[src/rtl/bpu_update_ctrl.sv]
// Branch predictor update sequencer: buffers MEM-stage resolutions, serializes BHT/PHT
// read-modify-write, and owns the table clear sweep after reset and flush.
module bpu_update_ctrl #(
  parameter int unsigned BHT_DEPTH  = 10,
  parameter int unsigned PHT_DEPTH  = 6,
  parameter int unsigned FIFO_DEPTH = 4
) (
  input  logic                 clk_i,
  input  logic                 rst_ni,
  input  logic                 upd_valid_i,
  input  logic [31:0]          upd_pc_i,
  input  logic                 upd_taken_i,
  input  logic                 flush_req_i,
  output logic [BHT_DEPTH-1:0] bht_raddr_o,
  input  logic [PHT_DEPTH-1:0] bht_rdata_i,
  output logic                 bht_we_o,
  output logic [BHT_DEPTH-1:0] bht_waddr_o,
  output logic [PHT_DEPTH-1:0] bht_wdata_o,
  output logic [PHT_DEPTH-1:0] pht_raddr_o,
  input  logic [1:0]           pht_rdata_i,
  output logic                 pht_we_o,
  output logic [PHT_DEPTH-1:0] pht_waddr_o,
  output logic [1:0]           pht_wdata_o,
  output logic                 pred_valid_o,
  output logic [15:0]          drop_cnt_o
);

  localparam int unsigned PtrW       = $clog2(FIFO_DEPTH);
  localparam int unsigned CntW       = $clog2(FIFO_DEPTH + 1);
  localparam int unsigned PhtEntries = 2 ** PHT_DEPTH;

  typedef enum logic [1:0] {
    StClr,
    StLook,
    StWr
  } state_e;

  state_e               state_q, state_d;
  logic [BHT_DEPTH-1:0] idx_q, idx_d;
  logic [PHT_DEPTH-1:0] hist_q, hist_d;

  // Each FIFO entry holds the BHT index and the resolved direction.
  logic [BHT_DEPTH:0]   fifo_q [FIFO_DEPTH];
  logic [PtrW-1:0]      wptr_q, rptr_q;
  logic [CntW-1:0]      cnt_q;
  logic [15:0]          drop_q;

  logic                 fifo_empty, fifo_full;
  logic                 push_req, push, pop, drop;
  logic [BHT_DEPTH-1:0] upd_idx;
  logic [BHT_DEPTH-1:0] head_idx;
  logic                 head_tkn;
  logic [1:0]           ctr_nxt;
  logic                 unused_pc;

  assign upd_idx   = upd_pc_i[BHT_DEPTH+1:2];
  assign unused_pc = ^{upd_pc_i[31:BHT_DEPTH+2], upd_pc_i[1:0]};

  assign head_idx = fifo_q[rptr_q][BHT_DEPTH:1];
  assign head_tkn = fifo_q[rptr_q][0];

  assign fifo_empty = (cnt_q == '0);
  assign fifo_full  = (cnt_q == CntW'(FIFO_DEPTH));

  // A full FIFO still accepts when the head retires in the same cycle.
  assign pop      = (state_q == StWr) && !flush_req_i;
  assign push_req = upd_valid_i && (state_q != StClr) && !flush_req_i;
  assign push     = push_req && (!fifo_full || pop);
  assign drop     = push_req && fifo_full && !pop;

  always_comb begin
    ctr_nxt = pht_rdata_i;
    if (head_tkn) begin
      if (pht_rdata_i != 2'b11) ctr_nxt = pht_rdata_i + 2'd1;
    end else begin
      if (pht_rdata_i != 2'b00) ctr_nxt = pht_rdata_i - 2'd1;
    end
  end

  always_comb begin
    state_d     = state_q;
    idx_d       = idx_q;
    hist_d      = hist_q;
    bht_raddr_o = head_idx;
    bht_we_o    = 1'b0;
    bht_waddr_o = head_idx;
    bht_wdata_o = '0;
    pht_raddr_o = hist_q;
    pht_we_o    = 1'b0;
    pht_waddr_o = hist_q;
    pht_wdata_o = ctr_nxt;

    unique case (state_q)
      StClr: begin
        bht_we_o    = 1'b1;
        bht_waddr_o = idx_q;
        bht_wdata_o = '0;
        if (32'(idx_q) < PhtEntries) begin
          pht_we_o    = 1'b1;
          pht_waddr_o = idx_q[PHT_DEPTH-1:0];
          pht_wdata_o = 2'b10;
        end
        idx_d = idx_q + BHT_DEPTH'(1);
        if (idx_q == '1) state_d = StLook;
      end
      StLook: begin
        if (!fifo_empty) begin
          hist_d  = bht_rdata_i;
          state_d = StWr;
        end
      end
      StWr: begin
        bht_we_o    = 1'b1;
        bht_wdata_o = {hist_q[PHT_DEPTH-2:0], head_tkn};
        pht_we_o    = 1'b1;
        state_d     = StLook;
      end
      default: state_d = StClr;
    endcase

    if (flush_req_i) begin
      bht_we_o = 1'b0;
      pht_we_o = 1'b0;
      state_d  = StClr;
      idx_d    = '0;
    end

    // Reset must silence the table ports before the clock edge arrives.
    if (!rst_ni) begin
      bht_we_o = 1'b0;
      pht_we_o = 1'b0;
    end
  end

  assign pred_valid_o = rst_ni && (state_q != StClr);
  assign drop_cnt_o   = drop_q;

  always_ff @(posedge clk_i or negedge rst_ni) begin
    if (!rst_ni) begin
      state_q <= StClr;
      idx_q   <= '0;
      hist_q  <= '0;
    end else begin
      state_q <= state_d;
      idx_q   <= idx_d;
      hist_q  <= hist_d;
    end
  end

  always_ff @(posedge clk_i or negedge rst_ni) begin
    if (!rst_ni) begin
      wptr_q <= '0;
      rptr_q <= '0;
      cnt_q  <= '0;
    end else if (flush_req_i) begin
      wptr_q <= '0;
      rptr_q <= '0;
      cnt_q  <= '0;
    end else begin
      if (push) wptr_q <= wptr_q + PtrW'(1);
      if (pop) rptr_q <= rptr_q + PtrW'(1);
      if (push && !pop) begin
        cnt_q <= cnt_q + CntW'(1);
      end else if (pop && !push) begin
        cnt_q <= cnt_q - CntW'(1);
      end
    end
  end

  // Storage needs no reset: occupancy is tracked by cnt_q.
  always_ff @(posedge clk_i) begin
    if (push) fifo_q[wptr_q] <= {upd_idx, upd_taken_i};
  end

  always_ff @(posedge clk_i or negedge rst_ni) begin
    if (!rst_ni) begin
      drop_q <= '0;
    end else if (drop && (drop_q != 16'hFFFF)) begin
      drop_q <= drop_q + 16'd1;
    end
  end

endmodule

[config.mk]
export PLATFORM = sky130hd
export DESIGN_NAME = bpu_update_ctrl
export DESIGN_NICKNAME = d
export VERILOG_FILES = /design/src/rtl/bpu_update_ctrl.sv
export SDC_FILE = /design/constraint.sdc
export NUM_CORES = 1
export LEC_CHECK = 0
export BUFFER_PORTS_ARGS = -buffer_cell sky130_fd_sc_hd__buf_2
export CORE_UTILIZATION = 45
export DETAILED_ROUTE_END_ITERATION = 6
export PLACE_DENSITY = 0.7
export SLEW_MARGIN = 20
export SYNTH_ARGS = -nofsm -noshare
export SYNTH_HDL_FRONTEND = slang
export SYNTH_SLANG_ARGS = --single-unit
[constraint.sdc]
create_clock -name clk_i -period 2.4 [get_ports clk_i]
set_input_delay 0.24 -clock clk_i [delete_from_list [all_inputs] [get_ports clk_i]]
set_output_delay 0.24 -clock clk_i [all_outputs]
set_load 0.02 [all_outputs]
==> impl_metrics.json, run 1 <==
{
  "clk-insertion-delay-late_ps": 360,
  "post-route-min-period_ps": 2270,
  "fmax_mhz": 440,
  "worstPathCellList": "buf_4, nor2_2, buf_8, nand2_1, buf_4, mux2_2, buf_2",
  "final-hold-violation-count": 0,
  "globalplace.congestion": 0.793,
  "cp-start-kind": "flop",
  "core_area_mm2": 0.00868,
  "wl_um": 8320,
  "grt_overflow": 0,
  "setup_tns_ps": 0,
  "slowest_stage": "dfrtp_1",
  "initial_core_util_pct": 46.0,
  "fillers": 740,
  "die_x_um": 96.2,
  "dr.pass1.iters": 4,
  "worstReg2RegStart": "state_q[0]",
  "hold_class": "input port to flop",
  "yosys_warnings": 0,
  "drc_errors": 0,
  "cts-root-buf": "clkbuf_8",
  "pin_count": 104,
  "layout.nets": 441,
  "die_h_um": 96.2,
  "critical_path.top_delay_family": "buffers and inverters",
  "gr-max-usage-layer": "met2",
  "dieArea_mm2": 0.00926,
  "synthDistinctLibCells": 53,
  "path_class": "flop to output pin",
  "vdd.ir_drop.worst_v": 0.000450,
  "area_growth_pct": 21.9,
  "portBuffers": 81,
  "grt_usage_pct": 19.2,
  "rsz0062_at_grt": "false",
  "antenna_found_initial": 0,
  "seq_area_mm2": 0.00235,
  "crit_arrival_ps": 2030,
  "std_cell_rows": 34,
  "synth_area_mm2": 0.00400,
  "synth_edf_count": 44,
  "grt_pass1_vias": 2541,
  "setup_violations": 0,
  "cts_max_level": 3,
  "p_per_area_mw_per_mm2": 559,
  "final_common_cell": "buf_2",
  "async_reset_ff_share_pct": 48.2,
  "cts_sinks": 85,
  "grt_max_degree": 33,
  "dr_total_vias": 2713,
  "numCtsBuffers": 9,
  "skew_ps": 7.56,
  "ant_nets": 0,
  "ys_seq_elements": 85,
  "synthCells": 287,
  "clkTransAtPathRegs_ps": 90,
  "use_met1_pct": 23.7,
  "hpwl_um": 5960,
  "syn_nets": 339,
  "hp-start": "upd_pc_i[7]",
  "synth_top_area_share_pct": 33.1,
  "wl_per_cell_um": 16.6,
  "cpMostUsedCell": "buf_4",
  "clk_path_buf_depth": 2,
  "grtUsageMet2_pct": 33.4,
  "p_leak_nw": 2.14,
  "synth_area_leaders": "edfxtp_1, dfrtp_1, mux2_2, mux4_2, xnor2_1",
  "multi_input_area_mm2": 0.00159,
  "drive_above_1_share_pct": 40.1,
  "cp_max_fo": 8,
  "outcome": "complete, no violations",
  "grt_pass1_wl_um": 12800,
  "use_met3_pct": 4.66,
  "cp.buffers_inverters": 4,
  "drt_iter0_markers": 110,
  "required_ps": 2160,
  "vias_per_cell": 5.40,
  "finalMaxSlewViolations": 0,
  "startpoint": "state_q[0]",
  "synth_flop_cell": "edfxtp_1",
  "yosys.area.top_type": "edfxtp_1",
  "maxCapViolCount": 0,
  "worst_slew_pin_slew_ps": 592,
  "n_antenna_cell": 0,
  "relSlewSlack_pct": 60.4,
  "avgSynthCellArea_um2": 13.9,
  "slowest_delay_ps": 470,
  "ys_seq_area_share_pct": 58.7,
  "cts_tree": "built",
  "reg2reg_setup_slack_ps": 140,
  "power.total_w": 0.00272,
  "end_kind": "output pin",
  "fin_crit_sh_pct": 94.7,
  "mostFrequentLayoutCells": "buf_2, edfxtp_1, dfrtp_1"
}
Yosys cell counts (3+ instances only):
cell type / n
inv_1: 6
mux2_2: 22
xnor2_1: 11
nor2_1: 19
nor2b_1: 3
and2_1: 10
edfxtp_1: 44
mux4_2: 11
nand3_1: 6
o21ai_0: 5
ha_1: 6
and3_1: 6
dfrtp_1: 41
nand4_1: 7
nand2_1: 22
nor3_1: 4
a21oi_1: 9
xor2_1: 9
final timing paths:
kind | to | cells past startpoint
worst min register to register | drop_cnt_o[10] | 1
worst max-delay path | pht_waddr_o[2] | 7
min in group asynchronous | drop_cnt_o[3] | 2
worst min-delay path | fifo_q[2][6] | 1
max in group asynchronous | idx_q[8] | 3
worst max register to register | cnt_q[2] | 10
worst reg2reg max path, stage by stage, from the launching register on:
cell	delay, ps
dfrtp_1	470
buf_4	190
nor2_2	210
nor4_4	80
and2_4	180
fa_2	390
o221ai_1	180
o21ai_0	130
nand2_1	80
o31ai_1	60
a211oi_1	210
area by class of cell:
type | instances | share of cell area (%)
flip-flops and latches | 85 | 48.2
multi-input cells | 188 | 32.6
repair buffers | 98 | 11.7
well taps | 108 | 2.77
clock buffers | 9 | 2.54
clock inverters | 7 | 1.69
inverters | 7 | 0.539
cell families after synthesis:
logic type / Yosys count / synth area share, %
fa+ha+maj: 7 / 2.38
buf+inv: 14 / 1.57
xor+xnor: 21 / 4.79
flops: 85 / 58.7
mux: 37 / 13.6
compound gates: 29 / 5.13
simple gates: 94 / 13.8
sequential cells by signal, indices dropped and copies added (netlist names):
name and cells:
rptr_q 2, state_q 2, wptr_q 2, idx_q 10
drop_cnt_o 16, cnt_q 3, pht_raddr_o 6, fifo_q 44
what timing repair did:
action                     CTS  global route
hold buffers                 1             0
gates resized for setup      2             1
buffers inserted             2             0
setup endpoints to repair    6             1
cloned                       0             0
pin swaps                    0             0
hold endpoints to repair     9             0
metal layers:
layer | wire length (µm) | part of all wire, %
met4 | 105 | 1.3
met5 | 0 | 0
met3 | 388 | 4.7
met1 | 3660 | 44
met2 | 4170 | 50
power by group:
| group | total (W) | switching [W] | internal, W |
|---|---|---|---|
| sequential | 0.00156 | 0.0000147 | 0.00155 |
| clock | 0.00104 | 0.000539 | 0.000499 |
| combinational | 0.000124 | 0.0000765 | 0.0000480 |
| total | 0.00272 | 0.000631 | 0.00209 |
per-stage QoR:
| stage | hold slack, ps | setup slack (ps) | area [µm²] | cells | util (%) |
|---|---|---|---|---|---|
| after floorplan | -55.6 | 277 | 4000 | 287 | - |
| after global placement | 138 | 195 | 4620 | 483 | 53.2 |
| after detailed placement | 140 | 110 | 4620 | 483 | 53.2 |
| after CTS | 75.8 | 54.2 | 4870 | 502 | 56.1 |
| after global routing | 68.9 | 52.7 | 4870 | 502 | 56.1 |
| final | 92.9 | 127 | 4870 | 502 | 56.1 |
No activity file was read; power rests on OpenSTA's default activity.
==> run 2, diff against run 1 <==
--- a/config.mk
+++ b/config.mk
@@ -6,8 +6,10 @@
 export NUM_CORES = 1
 export LEC_CHECK = 0
 export BUFFER_PORTS_ARGS = -buffer_cell sky130_fd_sc_hd__buf_2
+export CORE_ASPECT_RATIO = 0.5
 export CORE_UTILIZATION = 45
 export DETAILED_ROUTE_END_ITERATION = 6
+export GPL_ROUTABILITY_DRIVEN = 0
 export PLACE_DENSITY = 0.7
 export SLEW_MARGIN = 20
 export SYNTH_ARGS = -nofsm -noshare
==> run 2 against run 1 <==
  * Non-clock buffer count down 4
  * Power up 14%
  * Hold slack worse by 53 ps
  * First-iteration DRC count up 25%
  * Largest power group unchanged
==> impl_metrics.json, run 2 (synthesis results as in run 1) <==
{
  "outcome": "complete, no violations",
  "drive_above_1_share_pct": 40.3,
  "slowest_delay_ps": 430,
  "post-route-min-period_ps": 2220,
  "grt_pass1_vias": 2598,
  "drc_errors": 0,
  "post_cts_buffers": 0,
  "setup_violations": 0,
  "power.total_w": 0.00310,
  "pin_count": 104,
  "p_leak_nw": 2.16,
  "hpwl_um": 6080,
  "hold_class": "input port to async pin",
  "cp-start-kind": "flop",
  "fin_crit_sh_pct": 92.5,
  "die_x_um": 135,
  "p_per_area_mw_per_mm2": 629,
  "end_kind": "flop",
  "portBuffers": 81,
  "slowest_stage": "and4bb_4",
  "clkTransAtPathRegs_ps": 60,
  "cp.buffers_inverters": 0,
  "antenna_found_initial": 0,
  "worstPathCellList": "and4bb_4, nor4_4, and2_4, fa_2, o221ai_1, o21ai_0, nand2_1, o31ai_1, a211oi_1",
  "setup_tns_ps": 0,
  "numCtsBuffers": 9,
  "fillers": 682,
  "worst_slew_pin_slew_ps": 630,
  "reg2reg_setup_slack_ps": 180,
  "wl_met1_um": 3670,
  "crit_arrival_ps": 2460,
  "cts_tree": "built",
  "dieArea_mm2": 0.00928,
  "clk_path_buf_depth": 2,
  "grt_max_degree": 42,
  "n_antenna_cell": 0,
  "grt_overflow": 0,
  "dr_total_vias": 2737,
  "path_class": "flop to flop",
  "timing.rr.end": "cnt_q[2]",
  "layout.nets": 437,
  "top_layer": "met4",
  "grt_pass1_wl_um": 13100,
  "rr_worst_depth": 9,
  "final_common_cell": "buf_2",
  "final-hold-violation-count": 0,
  "worstReg2RegStart": "cnt_q[0]",
  "wl_met2_um": 4220,
  "maxCapViolCount": 0,
  "dr.pass1.iters": 4,
  "required_ps": 2640,
  "core_area_mm2": 0.00829,
  "rsz0062_at_grt": "false",
  "vdd.ir_drop.worst_v": 0.000486,
  "drt_iter0_markers": 137,
  "cp_max_fo": 5,
  "relSlewSlack_pct": 57.8,
  "clk-insertion-delay-late_ps": 340,
  "ant_nets": 0,
  "critical_path.top_delay_family": "simple AND/OR/NAND/NOR gates",
  "cts-root-buf": "clkbuf_16",
  "area_growth_pct": 23.5,
  "wl_per_cell_um": 17.1,
  "mostFrequentLayoutCells": "buf_2, edfxtp_1, dfrtp_1",
  "grt_usage_pct": 19.5,
  "top_register": "fifo_q",
  "finalMaxSlewViolations": 0,
  "cts_sinks": 85,
  "wl_um": 8580,
  "largest_register_ffs": 44,
  "skew_ps": 3.53,
  "initial_core_util_pct": 48.2,
  "cts_max_level": 3,
  "vias_per_cell": 5.45,
  "die_h_um": 68.6,
  "wl_met3_um": 504,
  "std_cell_rows": 23,
  "fmax_mhz": 450
}
[run 2: changes by cell type in the layout (fill, tap and decap cells not counted), sizes merged]
cell	change
buf	-3
dlygate4sd3	-1
[run 2: through the flow]
step | area [µm²] | cells | hold WS, ps | util (%) | setup WS (ps)
final | 4930 | 502 | 40.1 | 59.5 | 179
after global routing | 4930 | 502 | 80.0 | 59.5 | 49.0
after CTS | 4930 | 502 | 47.6 | 59.5 | 24.6
after detailed placement | 4620 | 486 | 421 | 55.7 | 93.3
after global placement | 4620 | 486 | 416 | 55.7 | 230
after floorplan | 4000 | 287 | -55.6 | - | 277
[run 2: area by class of cell]
class | instances | area (µm²) | share of cell area, %
clock inverter | 7 | 82.6 | 1.67
inverter | 7 | 26.3 | 0.532
sequential | 85 | 2350 | 47.6
clock buffer | 9 | 225 | 4.56
multi-input combinational | 188 | 1600 | 32.4
tap | 112 | 140 | 2.84
timing repair buffer | 94 | 515 | 10.4
[run 2: report_power, final]
part	total, W	switching, W	internal (W)
clock	0.00141	0.000591	0.000824
combinational	0.000125	0.0000781	0.0000470
sequential	0.00156	0.0000144	0.00155
total	0.00310	0.000683	0.00242
[run 2: worst max-delay path by stage]
stage                           from        endpoint  slack (ps)  depth (start not counted)
after floorplan             cnt_q[0]        cnt_q[2]         280                          9
after global placement      cnt_q[0]        cnt_q[2]         230                          9
after detailed placement    cnt_q[0]        cnt_q[2]          90                          9
after CTS                 state_q[0]  pht_waddr_o[0]          20                          5
after global routing        cnt_q[0]        cnt_q[2]          50                          9
final                       cnt_q[0]        cnt_q[2]         180                          9
[run 2: routing by layer]
layer	global-route usage [%]	vias up
met5	0	-
met4	9.69	0
met3	5.56	15
met2	32.5	96
met1	23.9	1360
li1	-	1266
[run 2: repair_timing]
item,in CTS,in global routing
gates resized for setup,1,2
endpoints found under the setup margin,6,7
gates cloned,0,0
hold buffers,0,0
endpoints found under the hold margin,0,0
pin swaps,0,0
[run 2: worst register-to-register path: cells and delay by family, from the launching register on]
family                     cells  cell delay, ps
AOI/OAI and AO/OA              4             560
and+or+nand+nor                4             730
DFF                            1             420
adders and majority gates      1             400
==> run 3, diff against run 2 <==
==> constraint.sdc (replaced) <==
create_clock -name clk_i -period 2.8 [get_ports clk_i]
set_input_delay 0.28 -clock clk_i [delete_from_list [all_inputs] [get_ports clk_i]]
set_output_delay 0.28 -clock clk_i [all_outputs]
set_load 0.02 [all_outputs]
==> run 3 against run 2 <==
  * Routed wire length down 3.1%
  * Utilization down 1.1 points
  * Clock-buffer cell count unchanged
  * Non-clock buffer count down 9
  * Via count down 4.3%
  * Sequential share of layout area up 0.90 points
  * Design area down 1.9%
  * Critical endpoint is now pht_waddr_o[0]
  * Largest power group unchanged
  * Highest routed layer unchanged
==> impl_metrics.json, run 3 (synthesis results as in run 1) <==
{
  "post_cts_buffers": 0,
  "clkTransAtPathRegs_ps": 60,
  "finalMaxSlewViolations": 0,
  "numCtsBuffers": 9,
  "pin_count": 104,
  "area_growth_pct": 21.2,
  "cts_tree": "built",
  "clk_path_buf_depth": 2,
  "internal-power_w": 0.00207,
  "crit_arrival_ps": 2220,
  "core_area_mm2": 0.00829,
  "swShare_pct": 21.8,
  "grt_overflow": 0,
  "p_per_area_mw_per_mm2": 547,
  "finalInstanceArea_mm2": 0.00484,
  "p_leak_nw": 2.11,
  "cp-start-kind": "flop",
  "crit_cells": 4,
  "final_common_cell": "buf_2",
  "required_ps": 2520,
  "die_h_um": 68.6,
  "slowest_delay_ps": 540,
  "placed_area_mm2": 0.00454,
  "initial_core_util_pct": 48.2,
  "drive_above_1_share_pct": 38.1,
  "final-hold-violation-count": 0,
  "grt_max_degree": 43,
  "power.total_w": 0.00265,
  "top_register": "fifo_q",
  "wl_per_cell_um": 16.9,
  "critical_path.top_delay_family": "simple AND/OR/NAND/NOR gates",
  "dr.pass1.iters": 4,
  "hpwl_um": 5990,
  "cts_max_level": 3,
  "largest_register_ffs": 44,
  "n_antenna_cell": 0,
  "cts-root-buf": "clkbuf_16",
  "p_switching_w": 0.000578,
  "timing.rr.end": "cnt_q[2]",
  "pwr-share-seq_pct": 50.5,
  "setup_violations": 0,
  "slowest_stage": "nor4_1",
  "dr_total_vias": 2619,
  "layout.nets": 428,
  "fmax_mhz": 400,
  "fin_util_pct": 58.4,
  "reg2reg_setup_slack_ps": 310,
  "rr_worst_depth": 9,
  "mostFrequentLayoutCells": "buf_2, edfxtp_1, dfrtp_1",
  "skew_ps": 4.32,
  "antenna_found_initial": 0,
  "grt_pass1_vias": 2556,
  "worstPathCellList": "nor4_1, nand2_1, mux2_2, buf_2",
  "p_clk_share_pct": 45.5,
  "hold_class": "input port to async pin",
  "relSlewSlack_pct": 60.3,
  "std_cell_rows": 23,
  "clk-insertion-delay-late_ps": 330,
  "cts_hold_buf": 0,
  "path_class": "flop to output pin",
  "worst_slew_pin_slew_ps": 596,
  "wl_um": 8310,
  "holdWs_ps": 34.0,
  "die_x_um": 135,
  "portBuffers": 81,
  "setup_tns_ps": 0,
  "power_frac_comb_pct": 4.0,
  "drt_iter0_markers": 143,
  "drc_errors": 0,
  "dieArea_mm2": 0.00928,
  "vdd.ir_drop.worst_v": 0.000306,
  "rsz0062_at_grt": "false",
  "fillers": 669,
  "fin_crit_sh_pct": 89.3,
  "post-route-min-period_ps": 2500,
  "cts_sinks": 85,
  "grt_usage_pct": 19.2,
  "vias_per_cell": 5.31,
  "cp.buffers_inverters": 1,
  "cts_resized": 0,
  "grt_pass1_wl_um": 13100,
  "cp_max_fo": 7,
  "outcome": "complete, no violations",
  "maxCapViolCount": 0,
  "worstReg2RegStart": "state_q[0]",
  "ant_nets": 0,
  "end_kind": "output pin"
}
-- run 3: cell count changes in the layout (fill, tap and decap cells not counted), sizes merged --
| cell | change |
|---|---|
| buf | -9 |
-- run 3: how the worst max path moves through the flow --
| stage | from | to | slack [ps] |
|---|---|---|---|
| floorplan | cnt_q[0] | cnt_q[2] | 680 |
| global placement | state_q[0] | cnt_q[2] | 530 |
| global route | idx_q[6] | pht_waddr_o[0] | 130 |
| detailed placement | state_q[0] | cnt_q[2] | 380 |
| finish | idx_q[8] | pht_waddr_o[0] | 300 |
| CTS | idx_q[8] | pht_waddr_o[0] | 270 |
-- run 3: final cells by class --
| type | instances | area, µm² | area share (%) |
|---|---|---|---|
| clock inverter | 7 | 82.6 | 1.70 |
| tap | 112 | 140 | 2.89 |
| clock buffer | 9 | 225 | 4.65 |
| inverter | 7 | 26.3 | 0.542 |
| sequential | 85 | 2350 | 48.5 |
| timing repair buffer | 85 | 435 | 8.99 |
| multi-input combinational | 188 | 1590 | 32.8 |
-- run 3: power by group through the flow --
stage / Sequential [W] / Clock, W / Combinational [W]
floorplan: 0.00137 / 0 / 0.0000406
global placement: 0.00136 / 0 / 0.000103
detailed placement: 0.00136 / 0 / 0.000107
CTS: 0.00134 / 0.00123 / 0.000108
global route: 0.00134 / 0.00128 / 0.000116
finish: 0.00134 / 0.00120 / 0.000106
-- run 3: per-layer routing --
| layer | track usage [%] | vias up | part of all wire, % |
|---|---|---|---|
| li1 | - | 1243 | - |
| met1 | 25.0 | 1301 | 46 |
| met2 | 31.8 | 70 | 48 |
| met3 | 4.61 | 5 | 4.9 |
| met4 | 6.74 | 0 | 0.64 |
| met5 | 0 | - | 0 |
-- run 3: stage by stage --
step | setup slack (ps) | cells
2_1_floorplan | 677 | 287
3_3_place_gp | 534 | 477
3_5_place_dp | 380 | 477
4_1_cts | 269 | 493
5_1_grt | 129 | 493
6_report | 301 | 493
